## src/rtl/seg_scan_if.sv

```systemverilog
// Value/load inputs and scanned display outputs of the seven-segment driver.
// The core side is the master; the driver is the slave.
interface seg_scan_if;
    logic [31:0] data_in;
    logic [7:0]  dp_in;
    logic        load;
    logic        blank_lz;
    logic [7:0]  anode;
    logic [6:0]  seg;
    logic        dp;
    logic        frame_done;

    modport master (
        output data_in, dp_in, load, blank_lz,
        input  anode, seg, dp, frame_done
    );

    modport slave (
        input  data_in, dp_in, load, blank_lz,
        output anode, seg, dp, frame_done
    );
endinterface

```

## src/rtl/seg_scan_driver.sv

```systemverilog
// Multiplexed 8-digit common-anode seven-segment driver. Loaded values are
// held pending and only committed at frame wrap, so a frame is never torn.
module seg_scan_driver #(
    parameter int NUM_DIGITS  = 8,
    parameter int REFRESH_DIV = 100000,
    parameter int GUARD       = 4
) (
    input  logic        clk,
    input  logic        rst,
    seg_scan_if.slave   bus
);
    localparam int PW = (REFRESH_DIV > 1) ? $clog2(REFRESH_DIV) : 1;

    logic [PW-1:0] presc_q, presc_d;
    logic [2:0]    idx_q, idx_d;
    logic [31:0]   disp_data_q, disp_data_d;
    logic [7:0]    disp_dp_q, disp_dp_d;
    logic [31:0]   pend_data_q, pend_data_d;
    logic [7:0]    pend_dp_q, pend_dp_d;
    logic          pend_q, pend_d;
    logic [7:0]    anode_q, anode_d;
    logic [6:0]    seg_q, seg_d;
    logic          dp_q, dp_d;
    logic          frame_done_q;

    logic          tick, wrap, in_guard, blank;
    logic [3:0]    cur_nib;
    logic [6:0]    glyph;
    logic [7:0]    zero_from;

    assign tick     = (presc_q == PW'(REFRESH_DIV - 1));
    assign wrap     = tick && (idx_q == 3'(NUM_DIGITS - 1));
    assign in_guard = (int'(presc_q) < GUARD);

    // zero_from[i]: nibble i and every nibble above it are zero
    for (genvar gi = 0; gi < 8; gi++) begin : g_zero
        assign zero_from[gi] = ~|disp_data_q[31:4*gi];
    end

    assign cur_nib = disp_data_q[{idx_q, 2'b00} +: 4];
    assign blank   = bus.blank_lz && (idx_q != 3'd0) && zero_from[idx_q];

    always_comb begin
        glyph = 7'h7F;
        case (cur_nib)
            4'h0: glyph = 7'h01;
            4'h1: glyph = 7'h4F;
            4'h2: glyph = 7'h12;
            4'h3: glyph = 7'h06;
            4'h4: glyph = 7'h4C;
            4'h5: glyph = 7'h24;
            4'h6: glyph = 7'h20;
            4'h7: glyph = 7'h0F;
            4'h8: glyph = 7'h00;
            4'h9: glyph = 7'h04;
            4'hA: glyph = 7'h08;
            4'hB: glyph = 7'h60;
            4'hC: glyph = 7'h31;
            4'hD: glyph = 7'h42;
            4'hE: glyph = 7'h30;
            4'hF: glyph = 7'h38;
            default: glyph = 7'h7F;
        endcase
    end

    always_comb begin
        presc_d = tick ? '0 : presc_q + 1'b1;
        idx_d   = tick ? idx_q + 3'd1 : idx_q;
    end

    // A load on the wrap cycle bypasses (and discards) any older pending value.
    always_comb begin
        disp_data_d = disp_data_q;
        disp_dp_d   = disp_dp_q;
        pend_data_d = pend_data_q;
        pend_dp_d   = pend_dp_q;
        pend_d      = pend_q;
        if (wrap) begin
            if (bus.load) begin
                disp_data_d = bus.data_in;
                disp_dp_d   = bus.dp_in;
            end else if (pend_q) begin
                disp_data_d = pend_data_q;
                disp_dp_d   = pend_dp_q;
            end
            pend_d = 1'b0;
        end else if (bus.load) begin
            pend_data_d = bus.data_in;
            pend_dp_d   = bus.dp_in;
            pend_d      = 1'b1;
        end
    end

    always_comb begin
        anode_d = in_guard ? 8'hFF : ~(8'h01 << idx_q);
        seg_d   = blank ? 7'h7F : glyph;
        dp_d    = ~disp_dp_q[idx_q];
    end

    always_ff @(posedge clk) begin
        if (rst) begin
            presc_q      <= '0;
            idx_q        <= '0;
            disp_data_q  <= '0;
            disp_dp_q    <= '0;
            pend_data_q  <= '0;
            pend_dp_q    <= '0;
            pend_q       <= 1'b0;
            anode_q      <= 8'hFF;
            seg_q        <= 7'h7F;
            dp_q         <= 1'b1;
            frame_done_q <= 1'b0;
        end else begin
            presc_q      <= presc_d;
            idx_q        <= idx_d;
            disp_data_q  <= disp_data_d;
            disp_dp_q    <= disp_dp_d;
            pend_data_q  <= pend_data_d;
            pend_dp_q    <= pend_dp_d;
            pend_q       <= pend_d;
            anode_q      <= anode_d;
            seg_q        <= seg_d;
            dp_q         <= dp_d;
            frame_done_q <= wrap;
        end
    end

    assign bus.anode      = anode_q;
    assign bus.seg        = seg_q;
    assign bus.dp         = dp_q;
    assign bus.frame_done = frame_done_q;
endmodule

```

## src/flat_wrapper.sv

```systemverilog
// flat-port wrapper written by rule: the top's interface ports become plain ports
module seg_scan_driver_flat 
#(
    parameter int NUM_DIGITS  = 8,
    parameter int REFRESH_DIV = 100000,
    parameter int GUARD       = 4
)
  (clk, rst, bus_data_in, bus_dp_in, bus_load, bus_blank_lz, bus_anode, bus_seg, bus_dp, bus_frame_done);
  seg_scan_if bus_i ();
  input  logic clk;
  input  logic rst;
  input wire logic [$bits(bus_i.data_in)-1:0] bus_data_in;
  input wire logic [$bits(bus_i.dp_in)-1:0] bus_dp_in;
  input wire logic [$bits(bus_i.load)-1:0] bus_load;
  input wire logic [$bits(bus_i.blank_lz)-1:0] bus_blank_lz;
  output wire logic [$bits(bus_i.anode)-1:0] bus_anode;
  output wire logic [$bits(bus_i.seg)-1:0] bus_seg;
  output wire logic [$bits(bus_i.dp)-1:0] bus_dp;
  output wire logic [$bits(bus_i.frame_done)-1:0] bus_frame_done;
  assign bus_i.data_in = bus_data_in;
  assign bus_i.dp_in = bus_dp_in;
  assign bus_i.load = bus_load;
  assign bus_i.blank_lz = bus_blank_lz;
  assign bus_anode = bus_i.anode;
  assign bus_seg = bus_i.seg;
  assign bus_dp = bus_i.dp;
  assign bus_frame_done = bus_i.frame_done;
  seg_scan_driver #(.NUM_DIGITS(NUM_DIGITS), .REFRESH_DIV(REFRESH_DIV), .GUARD(GUARD)) u_core (.clk(clk), .rst(rst), .bus(bus_i));
endmodule
```

## config.mk

```make
export PLATFORM = sky130hd
export DESIGN_NAME = seg_scan_driver_flat
export DESIGN_NICKNAME = d
export VERILOG_FILES = /design/src/rtl/seg_scan_if.sv /design/src/rtl/seg_scan_driver.sv /design/src/flat_wrapper.sv
export SDC_FILE = /design/constraint.sdc
export NUM_CORES = 1
export LEC_CHECK = 0
export CORE_MARGIN = 2
export CORE_UTILIZATION = 45
export CTS_CLUSTER_SIZE = 25
export DETAILED_ROUTE_END_ITERATION = 10
export GPL_ROUTABILITY_DRIVEN = 1
export MAX_ROUTING_LAYER = met4
export PLACE_DENSITY = 0.66
export SYNTH_ARGS = -nofsm -noshare
export SYNTH_HDL_FRONTEND = slang
export SYNTH_SLANG_ARGS = --single-unit
```

## constraint.sdc

```tcl
create_clock -name clk -period 6.1 [get_ports clk]
set_input_delay 1.22 -clock clk [delete_from_list [all_inputs] [get_ports clk]]
set_output_delay 1.22 -clock clk [all_outputs]
set_load 0.01 [all_outputs]
```

==> metrics list, run 1 <==
* Post-cts sizing count: 0
- Warning count from the yosys run: 0
* Final design instance area without fill: 0.006447 mm²
* Total of max-cap violations: 0
* Number of hold violations in the final report: 0
- In the finished design, the share of the clock period the worst path needs comes to 52.42%.
- Final worst slack: 2903 ps
* Data arrival time of the worst path: approximately 3500 ps
* Count of different cell masters after synthesis: 39
* RSZ-0062 raised after global routing: no
- Worst Setup Slack post-DPL: roughly 2500 ps
- TritonCTS built the clock tree.
- The clock passes through at most 2 buffers.
- Hold path startpoint: u_core.presc_q[0]$_SDFF_PP0_
- Detailed placement finished with a half-perimeter wire length of 7.218 mm.
- Most common cell in the netlist: sky130_fd_sc_hd__dfxtp_1
- Placed Instance Area: between 0.005 and 0.006 mm²
- Clock transition at the register clock pins on the worst setup and hold paths after CTS: 50 ps
- STA classifies the critical path endpoint as a flop.
- Share of post-route cells with drive strength above 1: about 8.7%
- Of all nets on the critical path, the largest fanout is 16.
- Sum of overflow across all layers after global routing: 0
- The most used flip-flop cell after synthesis is sky130_fd_sc_hd__dfxtp_1.
- Routability cong.: 0.8529
* Crit Reg-Reg Endpoint: u_core.bus.seg[6]$_SDFF_PP1_
- The worst setup path is launched from a flop.
* Vias in the first global route: about 3800
- R2r startpoint: u_core.idx_q[0]$_SDFFE_PP0P_
- Static leakage: 2.553 nW
* Global Route Usage Sum: between 10% and 20%
* Antenna-violating nets left: 0
- Count of TritonRoute iterations in the first routing pass: 6
- When the netlist entered floorplanning its net count stood at 585.
* Share of synthesized flip-flops with an asynchronous set or reset: 0%
- Setup total negative slack on the finished layout was measured at 0 ps.
* Total Routed Length: approximately 11 mm
* First-pass GRT wire length: 18.07 mm
- The worst-case IR drop observed on VDD is 187.1 µV.
- The critical path is of the flop to flop type.
- Buffers inserted during clock tree synthesis total 17.
- Final routed wire length divided by cell count: approximately 15 µm
- In this run the clock root is driven by a sky130_fd_sc_hd__clkbuf_16.
- Summed over its instances, the top area cell type makes up between 40% and 50% of the synthesized netlist area.
* Power Dens Cells: between 200 and 300 mW/mm²
- Counting instances in the post-synthesis netlist gives the leading cell types as sky130_fd_sc_hd__dfxtp_1, sky130_fd_sc_hd__nor2_1, sky130_fd_sc_hd__mux2i_1.
- Slew Viols, Final: 0
- Die Span Y: roughly 110 µm
- Post-CTS setup buffer count: 0
* Total of hold buffers inserted after clock tree synthesis: 0
- 1st-iter DRT viols: between 100 and 150
- Tightest slew margin relative to the limit: between 20 and 25%
- Based on the critical path, the design can be clocked at up to ~310 MHz.
- Worst R2R Setup Slack: 2900 ps
- The number of antenna diodes in the final layout is 0.
* Total die area: ~0.013 mm²
* Placeable core region: 0.01142 mm²
- Area share of and/or/nand/nor cells after synthesis: 14.93%
* Adder-cell share of the synthesized area: between 3 and 4%
- Proportion of synthesized area in mux cells: around 22%
- End of the worst hold path: u_core.presc_q[0]$_SDFF_PP0_
- The later pin in the worst-skew pair is clocked with a latency of approximately 410 ps.
- After layout, the minimum clock period comes to about 3200 ps.
- By area, the combinational part of the netlist is dominated by multiplexers.
- After synthesis, flip-flops and latches occupy 45.04% of the total area.
- Nets: 634
- Entering global routing, the biggest net connects around 90 pins.
- Measured in cells, the most critical reg-to-reg path has a length of 7.
- Along the worst hold path, the cell count comes to 1.
- The flow ran to the end, and the final reports show no timing, DRC or antenna violations.
* Most area-consuming cells after synthesis: sky130_fd_sc_hd__dfxtp_1, sky130_fd_sc_hd__mux2i_1, sky130_fd_sc_hd__nor2_1
- Using the TritonRoute via totals, the vias-per-cell ratio works out to between 5 and 6.
* Synthesized flop and latch total: ~120
* Starting density of the core: 45.93%
- Antenna violations before repair: 0
- Worst min path class: flop to flop
- H-tree depth: 4
* Gate Count Post-Synth: roughly 530
- Total number of vias: around 3900
- The mapped netlist covers roughly 0.0052 mm².
- In the routed design, unresolved DRC markers number 0.
- Setup violations remaining at the end of the flow were counted as 0.
- Post-route clock skew: about 6.5 ps
- Compound-gate portion of the synthesized area: about 8.5%
- A synthesized cell averages around 9.9 µm².
- The synthesized design contains 0 enable-type register cells.
- Die extent in x: 112.0 µm
- Worst-Margin Slew: about 1200 ps
- The synthesized design spends more area on one cell type than any other, namely sky130_fd_sc_hd__dfxtp_1.
- Xor and xnor fraction of the mapped netlist area: 2.505%
* Number of primary I/O pins: between 60 and 70
- Power after layout: approximately 1.8 mW
* Number of port buffers: 60
- Critical Path RT: 6350 ps
- For this design, the sink count on the clock tree is between 100 and 150.
- Worst Hold Margin: 455.2 ps
* Core Rows: 39
- Relative to the synthesized area, the layout overhead comes to 22.92%.
## placed cells by master (no fill, tap or decap), types with 5 or more instances in the layout
cell type	Yosys	final
sky130_fd_sc_hd__mux2i_1	87	87
sky130_fd_sc_hd__xor2_1	7	7
sky130_fd_sc_hd__clkdlybuf4s50_1	0	58
sky130_fd_sc_hd__clkbuf_1	21	6
sky130_fd_sc_hd__mux4_2	10	10
sky130_fd_sc_hd__xnor2_1	8	8
sky130_fd_sc_hd__dfxtp_1	118	118
sky130_fd_sc_hd__nor4_1	12	12
sky130_fd_sc_hd__nor2_1	104	104
sky130_fd_sc_hd__a211oi_1	43	43
sky130_fd_sc_hd__nand3_1	11	11
sky130_fd_sc_hd__inv_1	7	7
sky130_fd_sc_hd__clkbuf_8	0	5
sky130_fd_sc_hd__nand2_1	26	26
sky130_fd_sc_hd__ha_1	13	13
sky130_fd_sc_hd__clkbuf_16	0	17
## state kept, by name, indices dropped and copies added, names as in the netlist
signal / count
u_core.disp_data_q: 32
u_core.pend_data_q: 32
u_core.presc_q: 17
u_core.bus.anode: 8
u_core.disp_dp_q: 8
u_core.pend_dp_q: 8
u_core.bus.seg: 7
u_core.idx_q: 3
u_core.bus.dp: 1
u_core.bus.frame_done: 1
u_core.pend_q: 1
## power by group
group          internal, mW  switching [mW]
registers             0.793         0.00987
logic                0.0605          0.0539
clock network         0.610           0.317
total                  1.46           0.381
## critical path, cell delays in order, from the launching register on
cell and delay [ps]:
sky130_fd_sc_hd__dfxtp_1 820, sky130_fd_sc_hd__mux4_2 590, sky130_fd_sc_hd__mux2i_1 590, sky130_fd_sc_hd__inv_1 160, sky130_fd_sc_hd__ha_1 290, sky130_fd_sc_hd__or3_1 390, sky130_fd_sc_hd__o221ai_1 90, sky130_fd_sc_hd__nand3_1 110
## kinds of logic (layout without fill, tap and decap cells)
kind of cell               Yosys count  in the layout
DFF                                118            118
xor gates and xnor gates            15             15
AOI/OAI and AO/OA                   61             61
muxes                              102            102
buffers and inverters               43            104
adders and majority gates           13             13
and+or+nand+nor                    176            176
## area by class of cell
type | count | area (µm²)
timing repair buffer | 64 | 620.6
tap | 143 | 178.9
multi-input combinational | 367 | 2695
fill | 1020 | 4971
sequential | 118 | 2362
clock inverter | 3 | 40.04
clock buffer | 28 | 516.7
inverter | 9 | 33.78
## metal layers
| layer | GRT usage [%] | vias to the layer above | wire (µm) |
|---|---|---|---|
| li1 | - | 1992 | - |
| met1 | 22.86 | 1863 | 5127 |
| met2 | 28.65 | 79 | 5061 |
| met3 | 6.151 | 8 | 472 |
| met4 | 7.073 | 0 | 122 |
| met5 | - | - | 0 |
## per-stage QoR
stage	util [%]	std cells
after detailed placement	51.59	701
after global placement	51.59	701
after floorplan	-	528
after global routing	56.46	732
after CTS	56.46	732
final	56.46	732
## worst max path at each step
stage / startpoint / end / slack, ps / cells after the start
CTS: u_core.idx_q[0]$_SDFFE_PP0P_ / u_core.bus.seg[6]$_SDFF_PP1_ / 2920 / 7
detailed placement: rst / u_core.presc_q[13]$_SDFF_PP0_ / 2550 / 5
global placement: rst / u_core.presc_q[13]$_SDFF_PP0_ / 2670 / 5
finish: u_core.idx_q[0]$_SDFFE_PP0P_ / u_core.bus.seg[6]$_SDFF_PP1_ / 2900 / 7
global route: u_core.idx_q[0]$_SDFFE_PP0P_ / u_core.bus.seg[6]$_SDFF_PP1_ / 2720 / 7
floorplan: u_core.idx_q[0]$_SDFFE_PP0P_ / u_core.bus.seg[6]$_SDFF_PP1_ / 3680 / 8
Note: power is estimated with default switching activity, not from simulation.
==> run 2, diff against run 1 <==
--- a/config.mk
+++ b/config.mk
@@ -11,7 +11,7 @@
 export DETAILED_ROUTE_END_ITERATION = 10
 export GPL_ROUTABILITY_DRIVEN = 1
 export MAX_ROUTING_LAYER = met4
-export PLACE_DENSITY = 0.66
+export PLACE_DENSITY = 0.69
 export SYNTH_ARGS = -nofsm -noshare
 export SYNTH_HDL_FRONTEND = slang
 export SYNTH_SLANG_ARGS = --single-unit
==> constraint.sdc (replaced) <==
create_clock -name clk -period 2.6 [get_ports clk]
set_input_delay 0.52 -clock clk [delete_from_list [all_inputs] [get_ports clk]]
set_output_delay 0.52 -clock clk [all_outputs]
set_load 0.01 [all_outputs]
==> metrics list, run 2 (synthesis gave the netlist of run 1 again) <==
* Data arrival time of the worst path: 2660 ps (was 3450 ps)
- Synth-to-Final Area Change: 26.88% (was 22.92%)
- Post-route DRC: 0 (unchanged)
- The share of the clock period used by the worst path came to 91.82% (was 52.42%).
* Final Setup Violations: 0 (unchanged)
- Power after layout: 4.719 mW (was 1.844 mW)
* Total Routed Length: 11.10 mm (was 10.78 mm)
* Worst-Margin Slew: 843.8 ps (was 1171 ps)
- Starting density of the core: 45.93% (unchanged)
- The share of final-layout standard cells stronger than drive strength 1 was 11.17% (was 8.659%).
- Routability cong.: 0.8685 (was 0.8529)
- The floorplan die width was 112.0 µm (unchanged).
- RSZ-0062 raised after global routing: no (unchanged)
- The final HPWL from detailed placement came to 7.637 mm (was 7.218 mm).
- Die Span Y: 112.0 µm (unchanged)
- Vias in the first global route: 3839 (was 3817)
- Total die area: 0.01254 mm² (unchanged)
* Post-detailed-route via-to-cell ratio: 5.405 (was 5.385)
- The max-cap violation count came to 0 (unchanged).
- The largest stage delay on the critical path was 550 ps (was 820 ps).
* Worst ir drop on vdd: 514.2 µV (was 187.1 µV)
- Power Dens Cells: 709.0 mW/mm² (was 286.0 mW/mm²)
- The maximum clock frequency came to 418.9 MHz (was 312.8 MHz).
- First-pass GRT wire length: 18.13 mm (was 18.07 mm)
- The hold violation count in the final report came to 0 (unchanged).
* Clock insertion delay at the later pin of the skew report: 410 ps (about the same)
- The initial DRC count is 190 (was 121).
* Result of the run: finished, final reports clean (unchanged)
* Worst min path class: flop to flop (unchanged)
- The kind of start point of the critical path was a flop (unchanged).
- Clock Root Buffer: sky130_fd_sc_hd__clkbuf_16 (unchanged)
* Final-layout fill cell count: 996 (was 1020)
- Antenna-violating nets left: 0 (unchanged)
- The required arrival time at the worst endpoint is 2870 ps (was 6350 ps).
* Crit end category: flop (unchanged)
- Pin count of the biggest net entering global routing: 65 (was 88)
- Clock tree from TritonCTS: done (unchanged)
* Cell breakdown of the critical path: mux4_2 -> nand2_1 -> and2_1 -> inv_1 -> ha_1 -> or3_1 -> o221ai_1 -> nand3_1 (was mux4_2 -> mux2i_1 -> inv_1 -> ha_1 -> or3_1 -> o221ai_1 -> nand3_1)
- The number of port buffers came to 60 (unchanged).
- The worst relative slew slack came to 43.75% (was 21.41%).
* Post-route minimum period: 2387 ps (was 3197 ps)
* Sum of overflow across all layers after global routing: 0 (unchanged)
- Final routed wire length divided by cell count: 14.94 µm (was 14.73 µm)
- Core Rows: 39 (unchanged)
- The clock transition at the register clock pins on the worst setup and hold paths after CTS is 50 ps (about the same).
* Placeable core region: 0.01142 mm² (unchanged)
- The post-layout instance area came to 0.006655 mm² (was 0.006447 mm²).
* Static leakage: 2.659 nW (was 2.553 nW)
* Global Route Usage Sum: 18.51% (was 18.63%)
- The placed cell area was 0.005983 mm² (was 0.005891 mm²).
- The CTS H-tree depth was 4 (unchanged).
- The sink count of the clock tree was 118 (unchanged).
* Post-route clock skew: 7.234 ps (was 6.541 ps)
- CP top delay family: simple AND/OR/NAND/NOR gates (was multiplexers)
- Diodes inserted: 0 (unchanged)
* Final setup TNS: 0 ps (unchanged)
- The via count of the routed design is 4016 (was 3942).
* Buffers from clock root to sink, at most: 2 (unchanged)
- Commonest cells after routing, fill and taps aside: sky130_fd_sc_hd__dfxtp_1, sky130_fd_sc_hd__nor2_1, sky130_fd_sc_hd__mux2i_1 (unchanged).
* Commonest non-fill, non-tap cell in the layout: sky130_fd_sc_hd__dfxtp_1 (unchanged)
- The slowest cell on the critical path is sky130_fd_sc_hd__mux4_2 (was sky130_fd_sc_hd__dfxtp_1).
- Nets: 644 (was 634)
* Bufs and invs on worst path: 1 (unchanged)
- The count of pins on the block boundary is 61 (unchanged).
- Registers with the most flip-flops: u_core.disp_data_q (32), u_core.pend_data_q (32), u_core.presc_q (17) (unchanged).
* Slew Viols, Final: 0 (unchanged)
- The number of iterations in the first detailed-routing pass is 4 (was 6).
- Critical Setup Path Class: flop to flop (unchanged)
- CTS Buf Count: 17 (unchanged)
* Highest net fanout along the worst path: 7 (was 16)
* Antenna violations before repair: 0 (unchanged)
[run 2: cell count changes in the layout (fill, tap and decap cells not counted), sizes merged]
cell,before,now
buf,6,15
bufinv,1,5
clkbuf,28,21
clkinv,3,6
clkinvlp,0,1
inv,8,9
[run 2: worst register-to-register path, stage by stage, from the launching register on]
cell	delay, ps
sky130_fd_sc_hd__dfxtp_1	510
sky130_fd_sc_hd__mux4_2	550
sky130_fd_sc_hd__nand2_1	80
sky130_fd_sc_hd__and2_1	210
sky130_fd_sc_hd__inv_1	120
sky130_fd_sc_hd__ha_1	240
sky130_fd_sc_hd__or3_1	370
sky130_fd_sc_hd__o221ai_1	80
sky130_fd_sc_hd__nand3_1	90
[run 2: cell type report]
type	instances	area (µm²)	area share [%]
repair buffers	74	729.5	10.96
clock inverters	12	198.9	2.989
well taps	143	178.9	2.688
multi-input cells	367	2695	40.50
clock buffers	20	456.7	6.862
inverters	9	33.78	0.5076
flip-flops and latches	118	2362	35.50
[run 2: power by group]
group	switching, mW	total, mW	internal, mW	leakage [nW]
Combinational	0.128	0.274	0.147	1.38
Clock	0.814	2.56	1.75	0.320
Sequential	0.0230	1.88	1.86	0.962
[run 2: timing repair]
item,in CTS,in global routing
endpoints found under the setup margin,0,1
hold buffers,0,0
gates resized for setup,0,1
setup buffers,0,0
[run 2: stage by stage]
stage | cells | utilization, % | worst slack [ps] | hold WS (ps)
after global routing | 743 | 58.28 | 40.55 | 505.5
after global placement | 710 | 52.40 | 318.6 | 439.9
after detailed placement | 710 | 52.40 | 226.0 | 450.3
after CTS | 742 | 58.14 | 205.3 | 462.9
final | 743 | 58.28 | 212.6 | 458.7
after floorplan | 528 | - | 176.3 | 429.7
[run 2: final timing paths]
kind | from | end | slack [ps] | depth (start not counted)
min reg2reg | u_core.presc_q[0]$_SDFF_PP0_ | u_core.presc_q[0]$_SDFF_PP0_ | 460 | 1
max | u_core.idx_q[1]$_SDFFE_PP0P_ | u_core.bus.seg[6]$_SDFF_PP1_ | 210 | 8
min | u_core.presc_q[0]$_SDFF_PP0_ | u_core.presc_q[0]$_SDFF_PP0_ | 460 | 1
max reg2reg | u_core.idx_q[1]$_SDFFE_PP0P_ | u_core.bus.seg[6]$_SDFF_PP1_ | 210 | 8
[run 2: metal layers]
| metal | vias to the layer above | share of wire [%] | track usage, % |
|---|---|---|---|
| li1 | 2004 | - | - |
| met1 | 1918 | 47 | 22.67 |
| met2 | 81 | 48 | 29.45 |
| met3 | 13 | 3.7 | 4.736 |
| met4 | 0 | 1.4 | 7.236 |
| met5 | - | 0 | - |
